--- config.mk ---
export PLATFORM = sky130hd
export DESIGN_NAME = led_sequencer_flat
export DESIGN_NICKNAME = d
export VERILOG_FILES = /design/src/rtl/led_sequencer_if.sv /design/src/rtl/led_sequencer.sv /design/src/flat_wrapper.sv
export SDC_FILE = /design/constraint.sdc
export NUM_CORES = 1
export LEC_CHECK = 0
export CAP_MARGIN = 0
export CORE_ASPECT_RATIO = 0.6
export CORE_MARGIN = 2
export CORE_UTILIZATION = 30
export DETAILED_ROUTE_END_ITERATION = 10
export DONT_BUFFER_PORTS = 1
export HOLD_SLACK_MARGIN = 0.12
export PLACE_DENSITY = 0.53
export SLEW_MARGIN = 30
export SYNTH_ARGS = -nofsm -noshare
export SYNTH_HDL_FRONTEND = slang
export SYNTH_SLANG_ARGS = --single-unit
export TNS_END_PERCENT = 50
--- constraint.sdc ---
create_clock -name clk -period 3.62 [get_ports clk]
set_input_delay 1.086 -clock clk [delete_from_list [all_inputs] [get_ports clk]]
set_output_delay 1.086 -clock clk [all_outputs]
set_load 0.02 [all_outputs]
--- src/rtl/led_sequencer_if.sv ---
// Slow-step and LED drive bundle between the divider/config side and the LED sequencer.
interface led_sequencer_if #(
  parameter int WIDTH = 8,
  parameter int PWM_W = 4
);
  logic             tick_src;
  logic [1:0]       mode;
  logic [PWM_W-1:0] brightness;
  logic [WIDTH-1:0] led;
  logic             step;
  logic             dir;

  modport master (
    output tick_src, mode, brightness,
    input  led, step, dir
  );

  modport slave (
    input  tick_src, mode, brightness,
    output led, step, dir
  );
endinterface

--- src/rtl/led_sequencer.sv ---
// LED pattern sequencer: syncs a divided-clock bit into clk, steps a pattern
// through one of four modes and applies global PWM brightness.
//
// mode   | meaning
// COUNT  | binary up-count, wraps to 0
// ROTATE | rotate left by one, MSB into bit 0
// BOUNCE | one-hot ping-pong, dir flips at either end without dwell
// HOLD   | pattern frozen, step still pulses
module led_sequencer #(
  parameter int WIDTH = 8,
  parameter int PWM_W = 4
) (
  input  logic           clk,
  input  logic           rst_n,
  led_sequencer_if.slave bus
);

  typedef enum logic [1:0] {
    M_COUNT  = 2'b00,
    M_ROTATE = 2'b01,
    M_BOUNCE = 2'b10,
    M_HOLD   = 2'b11
  } mode_e;

  logic             s1_q, s2_q, s3_q;
  logic [WIDTH-1:0] pattern_q, pattern_d;
  mode_e            mode_q, mode_d;
  logic             dir_q, dir_d;
  logic [PWM_W-1:0] pwm_cnt_q, pwm_cnt_d;
  logic [WIDTH-1:0] led_q, led_d;

  logic step;
  logic change;
  logic pwm_on;

  always_ff @(posedge clk or negedge rst_n) begin
    if (!rst_n) begin
      s1_q      <= 1'b0;
      s2_q      <= 1'b0;
      s3_q      <= 1'b0;
      pattern_q <= '0;
      mode_q    <= M_COUNT;
      dir_q     <= 1'b0;
      pwm_cnt_q <= '0;
      led_q     <= '0;
    end else begin
      s1_q      <= bus.tick_src;
      s2_q      <= s1_q;
      s3_q      <= s2_q;
      pattern_q <= pattern_d;
      mode_q    <= mode_d;
      dir_q     <= dir_d;
      pwm_cnt_q <= pwm_cnt_d;
      led_q     <= led_d;
    end
  end

  assign step   = s2_q & ~s3_q;
  assign mode_d = mode_e'(bus.mode);
  assign change = (mode_d != mode_q);

  // A mode change reloads the start value and wins over a coincident step.
  always_comb begin
    pattern_d = pattern_q;
    dir_d     = dir_q;
    if (change) begin
      dir_d = 1'b0;
      case (mode_d)
        M_COUNT:  pattern_d = '0;
        M_ROTATE: pattern_d = WIDTH'(1);
        M_BOUNCE: pattern_d = WIDTH'(1);
        default:  pattern_d = pattern_q;
      endcase
    end else if (step) begin
      case (mode_q)
        M_COUNT:  pattern_d = pattern_q + WIDTH'(1);
        M_ROTATE: pattern_d = {pattern_q[WIDTH-2:0], pattern_q[WIDTH-1]};
        M_BOUNCE: begin
          if (!dir_q) begin
            if (pattern_q[WIDTH-1]) begin
              dir_d     = 1'b1;
              pattern_d = pattern_q >> 1;
            end else begin
              pattern_d = pattern_q << 1;
            end
          end else begin
            if (pattern_q[0]) begin
              dir_d     = 1'b0;
              pattern_d = pattern_q << 1;
            end else begin
              pattern_d = pattern_q >> 1;
            end
          end
        end
        default:  pattern_d = pattern_q;
      endcase
    end
  end

  // All-ones brightness forces full on; otherwise duty is brightness/2^PWM_W.
  always_comb begin
    pwm_cnt_d = pwm_cnt_q + PWM_W'(1);
    pwm_on    = (&bus.brightness) ? 1'b1 : (pwm_cnt_q < bus.brightness);
    led_d     = pattern_q & {WIDTH{pwm_on}};
  end

  assign bus.led  = led_q;
  assign bus.step = step;
  assign bus.dir  = dir_q;

endmodule

--- src/flat_wrapper.sv ---
// flat-port wrapper written by rule: the top's interface ports become plain ports
module led_sequencer_flat 
#(
  parameter int WIDTH = 8,
  parameter int PWM_W = 4
)
  (clk, rst_n, bus_tick_src, bus_mode, bus_brightness, bus_led, bus_step, bus_dir);
  led_sequencer_if #(.WIDTH(WIDTH), .PWM_W(PWM_W)) bus_i ();
  input  logic clk;
  input  logic rst_n;
  input wire logic [$bits(bus_i.tick_src)-1:0] bus_tick_src;
  input wire logic [$bits(bus_i.mode)-1:0] bus_mode;
  input wire logic [$bits(bus_i.brightness)-1:0] bus_brightness;
  output wire logic [$bits(bus_i.led)-1:0] bus_led;
  output wire logic [$bits(bus_i.step)-1:0] bus_step;
  output wire logic [$bits(bus_i.dir)-1:0] bus_dir;
  assign bus_i.tick_src = bus_tick_src;
  assign bus_i.mode = bus_mode;
  assign bus_i.brightness = bus_brightness;
  assign bus_led = bus_i.led;
  assign bus_step = bus_i.step;
  assign bus_dir = bus_i.dir;
  led_sequencer #(.WIDTH(WIDTH), .PWM_W(PWM_W)) u_core (.clk(clk), .rst_n(rst_n), .bus(bus_i));
endmodule
==> results.txt <==
----------------------------------------------------
[Status]
  Outcome ... finished clean

[Timing]
  Setup repair after global routing missed its margin ... false
  Max Slew Vio Count ... 0
  Tightest Pin Transition ... around 0.55 ns
  Aggregate negative setup slack ... 0 ns
  Count of endpoints failing setup in the final report ... 0
  Final cycle utilization of the critical path ... 59.3%
  Post-Route Skew ... 0.00667 ns
  Final Hold Slack ... 0.367 ns
  Remaining max-slew budget at the tightest pin ... 63.2%
  Maximum clock frequency ... 466 MHz
  Final number of hold-violating endpoints ... 0
  Post-route minimum period ... about 2.1 ns

[Power and ir drop]
  Net Sw Power ... 0.000166 W
  Pwr Density ... 381 nW/um^2
  Clock group share of total power ... 37.5%
  Worst vdd rail ir drop ... between 0.00015 and 0.0002 V
  Static Leak ... 0.796 nW
  Combinational fraction of design power ... 12.3%
  Internal Pwr Total ... 0.000482 W
  Switching share of power ... about a quarter
  Part of the power in registers ... about 50%

[Floorplanning]
  Die Y ... approximately 61 um
  Std cell rows ... 20
  Overall die area ... 6010 um^2
  Area of the core ... between 5000 and 6000 um^2
  Die X ... between 90 and 100 um
  Ports ... 19
  Initial Utilization ... between 30% and 40%

[Synth]
  Yosys cell types ... 46
  Post-Synthesis Mean Instance Area ... roughly 9.6 um^2
  Post-synthesis instance area ... between 1500 and 2000 um^2
  Gate Count Post-Synth ... roughly 170
  Part of the Yosys area used for sequential elements ... about 40%
  Commonest register cell after synthesis ... sky130_fd_sc_hd__dfrtp_1
  Nets in the synthesized netlist ... approximately 190
  Count of state elements after synthesis ... 26
  Asr flop ratio synth ... 100%
  Most area-hungry cell type in the Yosys netlist ... sky130_fd_sc_hd__dfrtp_1
  Largest cells by area after synthesis ... sky130_fd_sc_hd__dfrtp_1 (40%), sky130_fd_sc_hd__ha_1 (7.7%), sky130_fd_sc_hd__nand2_1 (5.3%)
  EDFF count, synth ... 0
  Count of warnings emitted by yosys ... 0
  Portion of synthesized cell area occupied by the leading cell type ... 40.3%

[Worst hold path]
  Worst hold path class ... reg -> reg

[Finish]
  Layout Cell Area excl Fill ... 1700 um^2
  # diodes ... 0
  Commonest non-fill, non-tap cells in the layout ... sky130_fd_sc_hd__dfrtp_1 (26), sky130_fd_sc_hd__nand2_1 (23), sky130_fd_sc_hd__nor2_1 (11)
  Leading cell type in the layout, fill and taps excluded ... sky130_fd_sc_hd__dfrtp_1
  Share of layout cells above drive strength 1 ... 12.3%
  Area overhead of the layout relative to synthesis ... 5.19%
  Layout net count ... 182

[Clock network]
  Clk Latency, worst-skew pair ... 0.27 ns
  Post-CTS setup buffer count ... 0
  Post-cts gate resize count ... 0
  CTS buffer count ... 3
  Clock-pin slew on the worst setup and hold paths ... 0.09 ns
  Clock sinks ... 26
  Number of hold buffers added after cts ... 0
  CTS H-tree depth ... 1
  Cell at the root of the clock tree ... sky130_fd_sc_hd__clkbuf_8
  Max Buffers Root-to-Sink ... 2
  TritonCTS clock tree ... built

[Placement]
  Hpwl dp ... 2670 um
  Count of input and output buffers ... 0
  Gpl congestion ... approximately 0.83
  Total cell area at the placement stage ... between 1500 and 2000 um^2

[Routing]
  Drt drc ... 0
  Vias/cell ... 5.46
  Via count ... between 1000 and 1500
  Wire length per cell after detailed routing ... 16.0 um
  First-pass iteration count of the detailed router ... 4
  Number of DRC violations after detailed-routing iteration 0 ... 44
  Detailed-route wire length ... 3650 um
  Number of nets with antenna violations after detailed routing ... 0

[Global routing]
  First-pass GRT wire length ... just over 6000 um
  Largest net degree at the start of global routing ... 27
  Global-route total usage across every layer ... a little over an eighth
  Remaining global-route overflow ... 0
  Number of antenna violations at the first check in global routing ... 0
  Vias in the first global route ... 1249

[Critical path]
  Worst path slowest cell ... sky130_fd_sc_hd__and2b_1
  Worst path arrival time ... 1.06 ns
  Kind of launch point of the worst setup path ... flip-flop
  Sequence of cells on the critical path ... and2b_1
  Sum of buffers and inverters on the critical path ... 0
  Max FO, Critical Path ... 4
  Delay of the slowest cell on the worst path ... ~0.43 ns
  Critical Path End Type ... primary output
  Worst endpoint required time ... 2.53 ns
  Category of the critical setup timing path ... reg -> out
  Largest delay share family, worst path ... simple AND/OR/NAND/NOR gates

[Run]
  Number of max-cap violations ... 0

----------------------------------------------------
per-layer routing:
| metal | global-route usage (%) | up-vias | wire [um] |
|---|---|---|---|
| met2 | 21.0 | 58 | 1590 |
| met3 | 3.92 | 10 | 331 |
| met5 | 0 | - | 0 |
| met1 | 18.1 | 600 | 1670 |
| met4 | 3.91 | 0 | 60 |
| li1 | - | 578 | - |
registers in the layout, summed over array words and instances, names as in the netlist:
| name | cells |
|---|---|
| u_core.s1_q | 1 |
| u_core.bus.led | 8 |
| u_core.s3_q | 1 |
| u_core.pwm_cnt_q | 4 |
| u_core.bus.dir | 1 |
| u_core.mode_q | 2 |
| u_core.pattern_q | 8 |
| u_core.s2_q | 1 |
cells by family after synthesis:
kind of cell    count (synthesis)  share of synthesized area, %
xor+xnor                        4                          4.49
simple gates                   67                          21.8
compound gates                 39                          18.2
buf+inv                        21                          6.89
mux                             1                         0.620
fa+ha+maj                      10                          7.75
flops                          26                          40.3
Yosys cell counts, types with 2 or more instances:
cell,instances
sky130_fd_sc_hd__nand2_1,23
sky130_fd_sc_hd__dfrtp_1,26
sky130_fd_sc_hd__nor3_1,6
sky130_fd_sc_hd__a21oi_2,2
sky130_fd_sc_hd__a21o_1,5
sky130_fd_sc_hd__a21oi_1,7
sky130_fd_sc_hd__a311oi_1,5
sky130_fd_sc_hd__and3_1,8
sky130_fd_sc_hd__a211oi_1,4
sky130_fd_sc_hd__buf_2,5
sky130_fd_sc_hd__buf_4,3
sky130_fd_sc_hd__o211ai_2,2
sky130_fd_sc_hd__o21ai_0,3
sky130_fd_sc_hd__xnor2_4,2
sky130_fd_sc_hd__nand2_2,2
sky130_fd_sc_hd__buf_6,2
sky130_fd_sc_hd__o21ai_1,3
sky130_fd_sc_hd__nor2_1,11
sky130_fd_sc_hd__nand3_1,4
sky130_fd_sc_hd__ha_1,10
sky130_fd_sc_hd__inv_1,10
final cells by class:
type	count	area (um^2)
Clock buffer	3	41.3
Multi-Input combinational cell	121	853
Sequential cell	26	651
Fill cell	506	3430
Clock inverter	1	30.0
Tap cell	66	82.6
Inverter	11	41.3
stage by stage:
step	setup WS (ns)	utilization, %	total power (W)	cells
finish	1.47	33.1	0.000648	228
global route	1.41	33.1	0.000677	228
CTS	1.47	33.1	0.000654	228
detailed placement	1.38	31.7	0.000409	224
global placement	1.42	31.7	0.000404	224
floorplan	1.50	-	0.000395	168
worst reg2reg max path, stage by stage (launching register included):
cell,delay (ns)
sky130_fd_sc_hd__dfrtp_1,0.49
sky130_fd_sc_hd__inv_1,0.10
sky130_fd_sc_hd__ha_1,0.38
sky130_fd_sc_hd__or3_1,0.47
sky130_fd_sc_hd__nand4_4,0.20
sky130_fd_sc_hd__a311oi_1,0.08
sky130_fd_sc_hd__o21ai_1,0.16
sky130_fd_sc_hd__nand2_1,0.07
power by group through the flow:
stage | registers, W | clock network (W) | logic (W)
6_report | 0.000325 | 0.000243 | 0.0000795
5_1_grt | 0.000327 | 0.000261 | 0.0000898
4_1_cts | 0.000325 | 0.000251 | 0.0000791
3_5_place_dp | 0.000330 | 0 | 0.0000786
3_3_place_gp | 0.000329 | 0 | 0.0000750
2_1_floorplan | 0.000319 | 0 | 0.0000767
final timing paths:
kind                                  start                  end  slack [ns]  depth (start not counted)
max                             u_core.s3_q             bus_step        1.47                          1
min                             u_core.s1_q          u_core.s2_q        0.37                          0
max reg2reg                u_core.mode_q[0]  u_core.pattern_q[6]        1.57                          7
min reg2reg                     u_core.s1_q          u_core.s2_q        0.37                          0
max in group asynchronous             rst_n  u_core.pwm_cnt_q[3]        3.05                          0
min in group asynchronous             rst_n     u_core.mode_q[0]        0.49                          0
No activity file was read; power rests on OpenSTA's default activity.
